--- config.mk ---
export PLATFORM = sky130hd
export DESIGN_NAME = rtc_field_edit_ctrl
export DESIGN_NICKNAME = d
export VERILOG_FILES = /design/src/rtl/rtc_field_edit_ctrl.sv
export SDC_FILE = /design/constraint.sdc
export NUM_CORES = 1
export LEC_CHECK = 0
export CAP_MARGIN = 5
export CORE_MARGIN = 2
export CORE_UTILIZATION = 58
export CTS_CLUSTER_DIAMETER = 150
export DETAILED_ROUTE_END_ITERATION = 6
export GPL_TIMING_DRIVEN = 0
export PLACE_DENSITY_LB_ADDON = 0.08
export SYNTH_ARGS = -nofsm -noshare
export SYNTH_HDL_FRONTEND = slang
export SYNTH_SLANG_ARGS = --single-unit
--- constraint.sdc ---
create_clock -name CLK -period 3.14 [get_ports CLK]
set_input_delay 0.471 -clock CLK [delete_from_list [all_inputs] [get_ports CLK]]
set_output_delay 0.471 -clock CLK [all_outputs]
set_load 0.01 [all_outputs]
--- src/rtl/rtc_field_edit_ctrl.sv ---
// Sequencer for the RTC time/date field register bank: periodic refresh reads,
// the user edit session (field select, up/down routing) and the write-back.
module rtc_field_edit_ctrl #(
  parameter int unsigned N_FIELDS       = 6,
  parameter int unsigned REFRESH_CYCLES = 1000000,
  parameter int unsigned TIMEOUT_CYCLES = 50000000
) (
  input  logic                CLK,
  input  logic                RST,
  input  logic                BTN_EDIT,
  input  logic                BTN_NEXT,
  input  logic                BTN_UP,
  input  logic                BTN_DOWN,
  input  logic                RD_ACK,
  input  logic                WR_ACK,
  output logic                RD_REQ,
  output logic                WR_REQ,
  output logic [N_FIELDS-1:0] MOD_EN,
  output logic [N_FIELDS-1:0] UP_OUT,
  output logic [N_FIELDS-1:0] DOWN_OUT,
  output logic                UPDATE,
  output logic [2:0]          FIELD_SEL,
  output logic                EDITING
);

  localparam int unsigned RefW = (REFRESH_CYCLES > 1) ? $clog2(REFRESH_CYCLES) : 1;
  localparam int unsigned ToW  = (TIMEOUT_CYCLES > 1) ? $clog2(TIMEOUT_CYCLES) : 1;
  localparam logic [RefW-1:0] RefLast = RefW'(REFRESH_CYCLES - 1);
  localparam logic [ToW-1:0]  ToLast  = ToW'(TIMEOUT_CYCLES - 1);
  localparam logic [2:0]      SelLast = 3'(N_FIELDS - 1);

  typedef enum logic [1:0] {StIdle, StReadWait, StEdit, StWriteWait} state_e;

  state_e              state_q, state_d;
  logic [RefW-1:0]     refresh_q, refresh_d;
  logic [ToW-1:0]      timeout_q, timeout_d;
  logic                pend_q, pend_d;
  logic [2:0]          field_sel_q, field_sel_d;
  logic [N_FIELDS-1:0] mod_en_q, mod_en_d;
  logic [N_FIELDS-1:0] up_q, up_d;
  logic [N_FIELDS-1:0] down_q, down_d;
  logic                rd_req_q, rd_req_d;
  logic                wr_req_q, wr_req_d;
  logic                update_q, update_d;
  logic                editing_q, editing_d;
  logic                any_btn;

  function automatic logic [N_FIELDS-1:0] onehot(input logic [2:0] sel);
    onehot = N_FIELDS'(1) << sel;
  endfunction

  assign any_btn = BTN_EDIT | BTN_NEXT | BTN_UP | BTN_DOWN;

  // Next-state and next-output logic; every output is registered below.
  always_comb begin
    state_d     = state_q;
    refresh_d   = refresh_q;
    timeout_d   = timeout_q;
    pend_d      = pend_q;
    field_sel_d = field_sel_q;
    mod_en_d    = mod_en_q;
    up_d        = '0;
    down_d      = '0;
    rd_req_d    = rd_req_q;
    wr_req_d    = wr_req_q;
    update_d    = 1'b0;
    editing_d   = editing_q;

    unique case (state_q)
      StIdle: begin
        // Entering edit beats a refresh expiring in the same cycle.
        if (BTN_EDIT || pend_q) begin
          state_d     = StEdit;
          pend_d      = 1'b0;
          field_sel_d = 3'd0;
          mod_en_d    = onehot(3'd0);
          editing_d   = 1'b1;
          timeout_d   = '0;
          refresh_d   = '0;
        end else if (refresh_q == RefLast) begin
          refresh_d = '0;
          rd_req_d  = 1'b1;
          state_d   = StReadWait;
        end else begin
          refresh_d = refresh_q + 1'b1;
        end
      end

      StReadWait: begin
        // The bus read is never aborted; an edit request waits for IDLE.
        if (BTN_EDIT) pend_d = 1'b1;
        if (RD_ACK) begin
          rd_req_d  = 1'b0;
          update_d  = 1'b1;
          refresh_d = '0;
          state_d   = StIdle;
        end
      end

      StEdit: begin
        // Pulses go to the field selected before any NEXT in this cycle.
        if (BTN_UP) begin
          up_d = onehot(field_sel_q);
        end else if (BTN_DOWN) begin
          down_d = onehot(field_sel_q);
        end

        if (BTN_EDIT) begin
          mod_en_d = '0;
          wr_req_d = 1'b1;
          state_d  = StWriteWait;
        end else if (BTN_NEXT) begin
          field_sel_d = (field_sel_q == SelLast) ? 3'd0 : field_sel_q + 3'd1;
          mod_en_d    = onehot(field_sel_d);
        end else if (!any_btn && (timeout_q == ToLast)) begin
          // Abandon the session and reload the untouched RTC values.
          mod_en_d  = '0;
          editing_d = 1'b0;
          rd_req_d  = 1'b1;
          state_d   = StReadWait;
        end

        timeout_d = (any_btn || (timeout_q == ToLast)) ? '0 : timeout_q + 1'b1;
      end

      StWriteWait: begin
        if (WR_ACK) begin
          wr_req_d  = 1'b0;
          rd_req_d  = 1'b1;
          editing_d = 1'b0;
          state_d   = StReadWait;
        end
      end

      default: state_d = StIdle;
    endcase
  end

  // State and output registers, cleared asynchronously.
  always_ff @(posedge CLK or posedge RST) begin
    if (RST) begin
      state_q     <= StIdle;
      refresh_q   <= '0;
      timeout_q   <= '0;
      pend_q      <= 1'b0;
      field_sel_q <= 3'd0;
      mod_en_q    <= '0;
      up_q        <= '0;
      down_q      <= '0;
      rd_req_q    <= 1'b0;
      wr_req_q    <= 1'b0;
      update_q    <= 1'b0;
      editing_q   <= 1'b0;
    end else begin
      state_q     <= state_d;
      refresh_q   <= refresh_d;
      timeout_q   <= timeout_d;
      pend_q      <= pend_d;
      field_sel_q <= field_sel_d;
      mod_en_q    <= mod_en_d;
      up_q        <= up_d;
      down_q      <= down_d;
      rd_req_q    <= rd_req_d;
      wr_req_q    <= wr_req_d;
      update_q    <= update_d;
      editing_q   <= editing_d;
    end
  end

  assign RD_REQ    = rd_req_q;
  assign WR_REQ    = wr_req_q;
  assign MOD_EN    = mod_en_q;
  assign UP_OUT    = up_q;
  assign DOWN_OUT  = down_q;
  assign UPDATE    = update_q;
  assign FIELD_SEL = field_sel_q;
  assign EDITING   = editing_q;

endmodule

== Word level (Yosys, flattened, before mapping) ==
Cells that the tools add are included.

* Bits in registers: 74
* Output and inout port bits: 25
* Word-level logic and storage cells: 109

* Add/subtract/negate cells: 3
* Eq/ne operators: 21
* Shift-type cells: 2
* Mux-type cells: 50
* Bitwise operators: 3
* Reductions and logical operators: 18

{| class="wikitable"
|+ Operator list
! kind !! number
|-
| two-way mux 20 bit || 3
|-
| two-way mux 6 bit || 9
|-
| two-way mux 26 bit || 2
|-
| one-hot mux 26 bit (2 select lines) || 1
|-
| one-hot mux 20 bit (2 select lines) || 1
|-
| adder 26 x 1 -> 26 bit, second input constant || 1
|-
| equality test 26 bit, second input constant || 1
|-
| inequality test 2 bit, second input constant || 11
|-
| adder 20 x 1 -> 20 bit, second input constant || 1
|-
| equality test 20 bit, second input constant || 1
|-
| two-way mux 1 bit || 16
|-
| two-way mux 2 bit || 7
|-
| two-way mux 3 bit || 4
|-
| one-hot mux 6 bit (2 select lines) || 1
|-
| << shifter 1 x 3 -> 6 bit, first input constant || 2
|-
| inequality test 3 bit, second input constant || 3
|-
| AND reduction 3 bit || 3
|-
| one-hot mux 2 bit (4 select lines) || 1
|-
| AND reduction 7 bit || 1
|-
| one-hot mux 3 bit (2 select lines) || 1
|-
| AND reduction 6 bit || 1
|-
| nonzero test 2 bit || 3
|-
| AND reduction 5 bit || 1
|-
| equality test 2 bit, second input constant || 2
|-
| 15 further kinds || 20
|}

== Depth between registers and ports, before layout ==
* Word-level depth: 9
* Gate-level depth with buffers: 8
* Gate-level depth less buffers: 6

== Worst setup path after synthesis ==
Ideal clock, no wire load.

* Path type: register to register
* From: register timeout_q[16]
* To: register timeout_q[1]
* Arrival time: 2.090 ns
* Required time: 3.018 ns
* Slack: 0.928 ns
* Cell stages (with the launch flop): 7
* Clock period less this slack: 2.212 ns
* Cells stage by stage: dfrtp_1 -> or4b_1 -> or4_1 -> or3_1 -> buf_6 -> buf_6 -> a32o_1

* Cells in the longest elaborated chain, start to end: 4

{| class="wikitable"
|+ Ends and longest elaborated chain
! what !! RTL line !! text
|-
| start, declared || 36 || <nowiki>logic [ToW-1:0] timeout_q, timeout_d;</nowiki>
|-
| start signal, assigned || 157 || <nowiki>timeout_q <= timeout_d;</nowiki>
|-
| equality test 26 bit || 123 || <nowiki>timeout_d = (any_btn || (timeout_q == ToLast)) ? '0 : timeout_q + 1'b1;</nowiki>
|-
| logical OR 1 bit || 123 ||
|-
| two-way mux 26 bit || 123 ||
|-
| one-hot mux 26 bit (2 select lines) || 69 || <nowiki>unique case (state_q)</nowiki>
|}

Every way passes these cells.
A chain may end at the register's enable or synchronous reset.

== Worst setup path after layout ==
* From: register state_q[1]
* To: register timeout_q[14]

* Cells in the longest elaborated chain, start to end: 3
* Elaborated cells between the ends (all ways): 6
* Those cells by class: eq/ne: 2; mux: 1; reduce/logical: 3

{| class="wikitable"
|+ Ends and longest elaborated chain
! what !! RTL line !! text
|-
| start, declared || 34 || <nowiki>state_e state_q, state_d;</nowiki>
|-
| start signal, assigned || 142 || <nowiki>state_q <= StIdle;</nowiki>
|-
| start signal, assigned || 155 || <nowiki>state_q <= state_d;</nowiki>
|-
| equality test 2 bit / logical NOT 2 bit (equally long branches) || 69 ||
|-
| nonzero test 2 bit (no line) / inequality test 2 bit (equally long branches) || - ||
|-
| AND reduction 2 bit (no line) || - ||
|}

Several ways; a longest one is shown, not always the timed one.

==> qor.txt <==
DR pass1 iterations = 7
syn avg cell area = 9.35 um^2
Skew-Pair Late Insertion Delay = 0.36 ns
site row count = 29
area grow syn2layout = 16.1%
pwr/cell area = 587 nW/um^2
synth top area cells = dfrtp_1, a31oi_1, nand3_1
largest net degree at the start of global routing = 75
Port Buffers = 31
Final min period = 2.55 ns
Pins Over Slew Limit = 0
clk sink count = 74
initial core utilization = 60.6%
Post-synth EDFFs = 0
Worst-Margin Slew = 0.998 ns
total gr overflow = 0
CTS buffer count = 9
critical path required time = 3.42 ns
DIE WIDTH = 85.9 um
antenna viol nets, final = 0
Yosys cell types = 51
Final Routed Wirelength = 9.79 mm
yosys warns = 0
Highest Signal Layer = met4
vias in the first global route = 3477
NumNets Final = 469
critical path class = reg2reg
TNS Setup = 0 ns
Synth Instances = 416
Hold Buf Count CTS = 0
period utilization = 81.3%
antenna violations before repair = 0
Worst Setup End Kind = flop
Max stage delay on crit path = 0.55 ns
first-pass GRT wire length = 16.4 mm
leakage = 1.82 nW
CP max FO = 10
WL/cell = 18.1 um
unrepaired setup endpoints after global routing = false
Overall Global Routing Usage = 28.2%
max cap viols = 0
Longest Clk Path Bufs = 2
Post-Syn Nets = 427
Placed Cells = 524
DR WL met2 = 4.59 mm
worst-path cell chain = nor2b_1 > nand2_1 > nor2_1 > clkbuf_1 > a31oi_1 > mux2i_1
post-CTS resize count = 0
status = complete, but fails checks
register area share after synthesis = 47.6%
CP max-delay cell = clkbuf_1
Area after DPL = 4300 um^2
final core occ = 70.3%
number of fillers in the final layout = 502
Synth Flop Type = dfrtp_1
number of setup buffers added after CTS = 0
Synth top area share = 47.6%
Die ar. = 7380 um^2
area of the mapped netlist = 3890 um^2
gpl congestion = 0.873
DRC errors left = 6
Met3 Routed Length = 686 um
TritonCTS clock tree = done
area leader, netlist = dfrtp_1
WHS = 0.479 ns
htree depth = 3
hold crit path type = reg2reg
Ports = 33
Max Freq = 392 MHz
failing checks = DRC
met1 WL = 4.34 mm
Ant. Diodes = 0
DR vias/cell = 6.71
CP arrival = 2.84 ns
Initial DRC Count = 452
Final setup violation count = 0
post-route cell area = 4520 um^2
vias = 3623
Startpoint Class = flop
maximum VDD drop = 0.298 mV
FFs w/ async S/R, synth = 100%
Setup Skew = 0.00936 ns
Root Buffer = clkbuf_8
post-DP HPWL = 6.57 mm
die height = 85.9 um
core area = 6420 um^2
CTS clk-pin slew, worst paths = 0.08 ns
Final Hold Viols = 0
Final Instance Count excl. Fillers = 540
layout cell share with drive strength beyond 1 = 6.48%
number of synthesized register bits = 74
worst rel slew slack = 32.9%
flip-flops by register name (all words and copies together) (netlist names), 2 cells and up:
signal,cells
DOWN_OUT,6
FIELD_SEL,3
MOD_EN,6
UP_OUT,6
refresh_q,20
state_q,2
timeout_q,26
per-layer routing:
layer / global-route usage (%) / up-vias
li1: - / 1664
met1: 39.9 / 1748
met2: 44.7 / 188
met3: 5.10 / 23
met4: 8.66 / 0
met5: 0 / -
cell usage in the layout (no fill, tap or decap), types with 3 or more instances in the layout:
cell              n
nand4_1          13
or4_1             5
clkbuf_1         14
nand2_1          36
a41oi_1           6
nor4_1            9
and4_1            4
clkbuf_8          9
a31oi_1          44
nand3b_1         10
buf_6             4
a21o_1            3
clkdlybuf4s50_1  31
a22o_1            9
nor3_1            7
xnor2_1           3
nand2b_1          6
ha_1              3
nor2_1           31
or2_2             3
and3_1            8
inv_1            11
o22ai_1           4
or3_1             4
and2_1            7
o21ai_0          13
a21oi_1          17
mux2i_1           6
nand3_1          32
dfrtp_1          74
per-stage QoR:
| stage | power, mW | setup slack, ns |
|---|---|---|
| after floorplan | 1.57 | 0.787 |
| after global placement | 1.82 | -0.409 |
| after detailed placement | 1.84 | 0.361 |
| after CTS | 2.64 | 0.623 |
| after global routing | 2.78 | 0.405 |
| final | 2.65 | 0.586 |
layout make-up:
type | count | area [um^2] | share of cell area (%)
Buffer | 21 | 113 | 2.49
Timing Repair Buffer | 31 | 310 | 6.87
Clock inverter | 7 | 93.8 | 2.08
Tap cell | 77 | 96.3 | 2.13
Inverter | 12 | 47.5 | 1.05
Multi-Input combinational cell | 309 | 1880 | 41.6
Clock buffer | 9 | 124 | 2.74
Sequential cell | 74 | 1850 | 41.0
cell families after synthesis:
group | share of synthesized area (%)
mux | 1.83
fa+ha+maj | 0.965
compound gates | 19.0
simple gates | 25.4
flops | 47.6
buf+inv | 4.05
xor+xnor | 1.13
critical path, delay by kind of cell (launching register included):
family                 cells  cell delay [ns]
buffers and inverters      1             0.55
muxes                      1             0.19
DFF                        1             0.43
AOI/OAI and AO/OA          1             0.20
and+or+nand+nor            3             1.10
cells in the mapped netlist (2+ instances only):
| master | number |
|---|---|
| nand3_1 | 32 |
| or2_2 | 3 |
| or4b_1 | 2 |
| and4_1 | 4 |
| nor2_1 | 31 |
| a21o_1 | 3 |
| o2bb2ai_1 | 2 |
| and2_1 | 7 |
| ha_1 | 3 |
| or4_1 | 5 |
| xnor2_1 | 3 |
| dfrtp_1 | 74 |
| o31a_1 | 2 |
| nor4_1 | 9 |
| nand2_1 | 36 |
| a22oi_1 | 2 |
| a31oi_1 | 44 |
| buf_6 | 4 |
| nand3b_1 | 10 |
| clkbuf_1 | 14 |
| and3_1 | 8 |
| or3_1 | 4 |
| nand4_1 | 13 |
| o21ai_0 | 13 |
| a21oi_1 | 17 |
| a41oi_1 | 6 |
| nor3_1 | 7 |
| xor2_1 | 2 |
| buf_1 | 2 |
| a22o_1 | 9 |
| inv_1 | 12 |
| mux2i_1 | 6 |
| o22ai_1 | 4 |
| nand2b_1 | 6 |
where the power goes:
| part | internal, mW | switching, mW |
|---|---|---|
| Sequential | 1.04 | 0.0768 |
| Combinational | 0.271 | 0.444 |
| Clock | 0.445 | 0.376 |
| Total | 1.75 | 0.897 |
final timing paths:
check / end / cells past startpoint / slack (ns) / start
max: timeout_q[14]$_DFFE_PP0P_ / 6 / 0.59 / state_q[1]$_DFFE_PP0P_
min: MOD_EN[1]$_DFFE_PP0P_ / 1 / 0.48 / MOD_EN[1]$_DFFE_PP0P_
max reg2reg: timeout_q[14]$_DFFE_PP0P_ / 6 / 0.59 / state_q[1]$_DFFE_PP0P_
min reg2reg: MOD_EN[1]$_DFFE_PP0P_ / 1 / 0.48 / MOD_EN[1]$_DFFE_PP0P_
max in group asynchronous: MOD_EN[4]$_DFFE_PP0P_ / 2 / 1.88 / RST
min in group asynchronous: DOWN_OUT[1]$_DFF_PP0_ / 2 / 0.64 / RST
Power figures use the tool's default switching activity.
